### src/rtl/lsu_pkg.sv
// Shared definitions for the MEM-stage load/store requester: memory op codes,
// exception flag layout and the requester FSM encoding.
package lsu_pkg;

  // Store and load word share code 000; req_we disambiguates.
  typedef enum logic [2:0] {
    MEM_OP_WORD = 3'b000,
    MEM_OP_SH   = 3'b001,
    MEM_OP_SB   = 3'b010,
    MEM_OP_LH   = 3'b100,
    MEM_OP_LHU  = 3'b101,
    MEM_OP_LB   = 3'b110,
    MEM_OP_LBU  = 3'b111
  } mem_op_e;

  localparam logic [1:0] EXC_NONE = 2'b00;
  localparam logic [1:0] EXC_ADEL = 2'b01;
  localparam logic [1:0] EXC_ADES = 2'b10;

  typedef enum logic [1:0] {
    ST_IDLE  = 2'd0,
    ST_ISSUE = 2'd1,
    ST_WAIT  = 2'd2,
    ST_RESP  = 2'd3
  } state_e;

endpackage

### src/rtl/lsu_mem_req.sv
// MEM-stage load/store requester: holds one request stable across the BRAM
// read latency and returns a single response over a valid/ready handshake.
module lsu_mem_req
  import lsu_pkg::*;
#(
  parameter int RD_LAT = 1,
  parameter int CNT_W  = 2
) (
  input  logic        clk,
  input  logic        rst,
  input  logic        req_valid_i,
  output logic        req_ready_o,
  input  logic        req_we_i,
  input  logic [2:0]  req_op_i,
  input  logic [31:0] req_addr_i,
  input  logic [31:0] req_wdata_i,
  input  logic        flush_i,
  output logic        resp_valid_o,
  input  logic        resp_ready_i,
  output logic [31:0] resp_rdata_o,
  output logic [1:0]  resp_exc_o,
  output logic [31:0] resp_badvaddr_o,
  output logic        mem_we_o,
  output logic [31:0] mem_addr_o,
  output logic [31:0] mem_wdata_o,
  output logic [2:0]  mem_op_o,
  input  logic [31:0] mem_rdata_i,
  input  logic        mem_adel_i,
  input  logic        mem_ades_i
);

  state_e           state;
  logic             we_q;
  mem_op_e          op_q;
  logic [31:0]      addr_q;
  logic [31:0]      wdata_q;
  logic [31:0]      rdata_q;
  logic [1:0]       exc_q;
  logic [CNT_W-1:0] cnt_q;

  // NOTE: every register here is assigned with <= so all of them update from
  // the same pre-edge values; a blocking = would let later lines see new state.
  always_ff @(posedge clk or posedge rst) begin
    if (rst) begin
      state   <= ST_IDLE;
      we_q    <= 1'b0;
      op_q    <= MEM_OP_WORD;
      addr_q  <= '0;
      wdata_q <= '0;
      rdata_q <= '0;
      exc_q   <= EXC_NONE;
      cnt_q   <= '0;
    end else begin
      unique case (state)
        ST_IDLE: begin
          if (req_valid_i) begin
            we_q    <= req_we_i;
            op_q    <= mem_op_e'(req_op_i);
            addr_q  <= req_addr_i;
            wdata_q <= req_wdata_i;
            state   <= ST_ISSUE;
          end
        end
        ST_ISSUE: begin
          if (flush_i) begin
            state <= ST_IDLE;
          end else if (mem_adel_i || mem_ades_i) begin
            exc_q   <= {mem_ades_i, mem_adel_i};
            rdata_q <= '0;
            state   <= ST_RESP;
          end else if (we_q) begin
            exc_q   <= EXC_NONE;
            rdata_q <= '0;
            state   <= ST_RESP;
          end else begin
            exc_q <= EXC_NONE;
            cnt_q <= CNT_W'(RD_LAT - 1);
            state <= ST_WAIT;
          end
        end
        ST_WAIT: begin
          // Address and op stay latched so the wrapper's lane select is valid.
          if (flush_i) begin
            state <= ST_IDLE;
          end else if (cnt_q == '0) begin
            rdata_q <= mem_rdata_i;
            state   <= ST_RESP;
          end else begin
            cnt_q <= cnt_q - CNT_W'(1);
          end
        end
        ST_RESP: begin
          if (flush_i || resp_ready_i) begin
            state <= ST_IDLE;
          end
        end
        default: state <= ST_IDLE;
      endcase
    end
  end

  assign req_ready_o     = (state == ST_IDLE);
  assign resp_valid_o    = (state == ST_RESP);
  assign resp_rdata_o    = rdata_q;
  assign resp_exc_o      = exc_q;
  assign resp_badvaddr_o = addr_q;

  assign mem_addr_o  = addr_q;
  assign mem_wdata_o = wdata_q;
  assign mem_op_o    = op_q;

  // NOTE: the write strobe is decoded from the state register rather than
  // registered itself, so a flush in ISSUE suppresses the write within the
  // same cycle and an asynchronous reset drops it immediately.
  assign mem_we_o = we_q && (state == ST_ISSUE) && !flush_i;

endmodule
### config.mk
export PLATFORM = sky130hd
export DESIGN_NAME = lsu_mem_req
export DESIGN_NICKNAME = d
export VERILOG_FILES = /design/src/rtl/lsu_pkg.sv /design/src/rtl/lsu_mem_req.sv
export SDC_FILE = /design/constraint.sdc
export NUM_CORES = 1
export LEC_CHECK = 0
export BUFFER_PORTS_ARGS = -buffer_cell sky130_fd_sc_hd__buf_4
export CORE_ASPECT_RATIO = 0.5
export CORE_MARGIN = 2
export CORE_UTILIZATION = 40
export DETAILED_ROUTE_END_ITERATION = 16
export GPL_TIMING_DRIVEN = 0
export PLACE_DENSITY = 0.75
export SLEW_MARGIN = 40
export SYNTH_ARGS = -nofsm -noshare
export SYNTH_HDL_FRONTEND = slang
export SYNTH_SLANG_ARGS = --single-unit
### constraint.sdc
create_clock -name clk -period 3.7 [get_ports clk]
set_input_delay 1.11 -clock clk [delete_from_list [all_inputs] [get_ports clk]]
set_output_delay 1.11 -clock clk [all_outputs]
set_load 0.005 [all_outputs]
==> flow_metrics.tcl <==
set metrics [dict create \
    outcome "completed" \
    antenna_cells 0 \
    seq_power_share_pct 37.3 \
    antenna_found_initial 0 \
    place.gp.congestion 0.752 \
    p_per_area_nw_per_um2 793 \
    fmax_mhz 319 \
    ios 243 \
    syn_area_sq_um 4340 \
    hp-class "register to register" \
    reg2reg_depth 7 \
    rrSetupSlack_ns 1.89 \
    clock-root-buffer "clkbuf_16" \
    cts_setup_buffers 0 \
    critPathArrivalTime_ns 2.02 \
    layout_common_cells "buf_4, dfrtp_1, mux2_2" \
    cap_violations 0 \
    hpwl_mm 8.77 \
    tns_ns 0 \
    crit_type "input pin to primary output" \
    grt_max_degree 26 \
    critPathLaunchType "input pin" \
    coreArea_sq_um 10400 \
    regArea_sq_um 2650 \
    fin_skew_ns 0.00541 \
    relSlewSlack_pct 63.8 \
    area_growth_pct 55.6 \
    track_usage_pct 18.9 \
    cts_buffer_depth 2 \
    cts_tree "built" \
    min_to "mem_wdata_o[28]" \
    port-buffer-count 242 \
    combPwrFrac_pct 43.7 \
    synthCells 345 \
    hold_depth 1 \
    r2r-end "resp_rdata_o[2]" \
    worst_setup_path_end_kind "primary output" \
    irDropWorstVdd_v 0.000303 \
    finalCriticalPeriod_ns 3.13 \
    drt_iter0_drc 130 \
    nets 710 \
    synth_cell_types 25 \
    syn_avg_cell_area_sq_um 12.6 \
    finalCritPeriodShare_pct 84.7 \
    die-area_sq_um 11800 \
    grt_pass1_wl_mm 17.3 \
    leakagePower_nw 3.34 \
    power_frac_clock_pct 19.0 \
    rsz0062_at_grt "false" \
    avgViaCountPerCell 4.62 \
    cts.clk_slew.worst_paths_ns 0.07 \
    hp-start "mem_wdata_o[28]" \
    cts_buffers 9 \
    sw_frac_of_total_pct 28.4 \
    fillers 834 \
    seq_area_frac_synth_pct 61.1 \
    final_layout_size_suffix_gt1_share_pct 62.8 \
    p_int_mw 3.84 \
    final_common_cell "buf_4" \
    die_w_microns 151 \
    worstPathRequired_ns 2.59 \
    post_cts_resized 0 \
    dr_total_vias 3450 \
    synth_fp_nets 453 \
    dr.pass1.iters 4 \
    finalSetupViolCount 0 \
    hold_buffers 0 \
    path_max_fanout 6 \
    htreeDepth 3 \
    die_y_microns 77.7 \
    ant_nets 0 \
    cts_sinks 106 \
    multi_input_area_sq_um 1340 \
    p_sw_mw 1.52 \
    finalHoldViolations 0 \
    slew_viol_final 0 \
    gr-total-overflow 0 \
    num_rows 26 \
    wirelength_mm 11.2 \
    clock_latency_ns 0.34 \
    ys_ff_latch 106 \
    initial_core_util_pct 41.9 \
    worst_slew_pin_slew_ns 0.542 \
    yosys_warnings 0 \
    r2r-start "cnt_q[0]" \
    wl_per_cell_microns 15.1 \
    grt_pass1_vias 3344 \
    post-route-drc-count 0 \
    total_power_mw 5.36 \
]
[logic make-up after synthesis]
kind of cell               count (synthesis)  share of synthesized area, %
DFF                                      106                          61.1
and+or+nand+nor                           78                          8.06
muxes                                     70                          18.1
buffers and inverters                     54                          8.09
AOI/OAI and AO/OA                         36                          4.35
adders and majority gates                  1                         0.288
[power by group through the flow]
| stage | logic [mW] | clock network (mW) | registers (mW) |
|---|---|---|---|
| floorplan | 0.999 | 0 | 2.02 |
| global placement | 2.31 | 0 | 2.00 |
| detailed placement | 2.38 | 0 | 2.02 |
| CTS | 2.38 | 1.04 | 2.01 |
| global route | 2.53 | 1.09 | 2.08 |
| finish | 2.34 | 1.02 | 2.00 |
[synthesized netlist by cell type]
cell         n  area share, %
mux2_2      70             18
nor4bb_1     2           0.46
nor3b_1      1           0.17
buf_4       33            5.7
and2_1       2           0.29
and2_4       1           0.20
nand4bb_1    1           0.26
nand2_1     66            5.7
inv_1        3           0.26
nor4b_1      1           0.20
a211oi_1     1           0.17
buf_2        5           0.58
or4b_2       1           0.23
o31a_2       1           0.23
nand2b_1     1           0.14
o21ai_0     31            3.6
clkbuf_1     8           0.69
nor2_2       1           0.14
o22ai_1      1           0.14
dfrtp_1    106             61
or4_4        1           0.26
o21ai_1      2           0.23
clkbuf_2     3           0.35
buf_6        2           0.52
ha_1         1           0.29
[cell type report]
type	instances	area share, %
Sequential cell	106	39.2
Timing Repair Buffer	246	28.4
Multi-Input combinational cell	185	19.8
Buffer	51	5.03
Clock buffer	10	3.53
Tap cell	140	2.59
Clock inverter	6	1.18
Inverter	3	0.222
[metrics by stage]
step                      instance area (sq um)  util [%]  setup WS (ns)  hold WS, ns  instances
final                                      6760      65.2          0.567        0.506        747
after detailed placement                   6440      62.1          0.579        0.496        731
after global placement                     6340      61.1          0.547        0.491        727
after CTS                                  6760      65.2          0.573        0.511        747
after global routing                       6760      65.2          0.443        0.519        747
after floorplan                            4350         -          0.922        0.503        345
[worst max path at each step]
stage / slack (ns) / to / startpoint / depth (start not counted)
2_1_floorplan: 0.92 / mem_we_o / flush_i / 2
3_3_place_gp: 0.55 / mem_addr_o[22] / rst / 2
3_5_place_dp: 0.58 / mem_we_o / flush_i / 4
4_1_cts: 0.57 / mem_we_o / flush_i / 4
5_1_grt: 0.44 / mem_we_o / flush_i / 4
6_report: 0.57 / mem_we_o / flush_i / 4
[metal layers]
layer	global-route usage, %	routed length, microns
met1	22.1	4290
met2	34.3	6160
met3	3.94	531
met4	6.73	257
met5	0	0
[critical path: stages]
cell and delay, ns:
buf_4 0.13, nor3b_1 0.46, and2_1 0.20, buf_4 0.11
[sequential cells by signal (all words and copies together) (netlist names)]
name / cells
mem_addr_o: 32
mem_op_o: 3
mem_wdata_o: 32
state: 2
resp_exc_o: 2
we_q: 1
cnt_q: 2
resp_rdata_o: 32
Power figures use the tool's default switching activity.
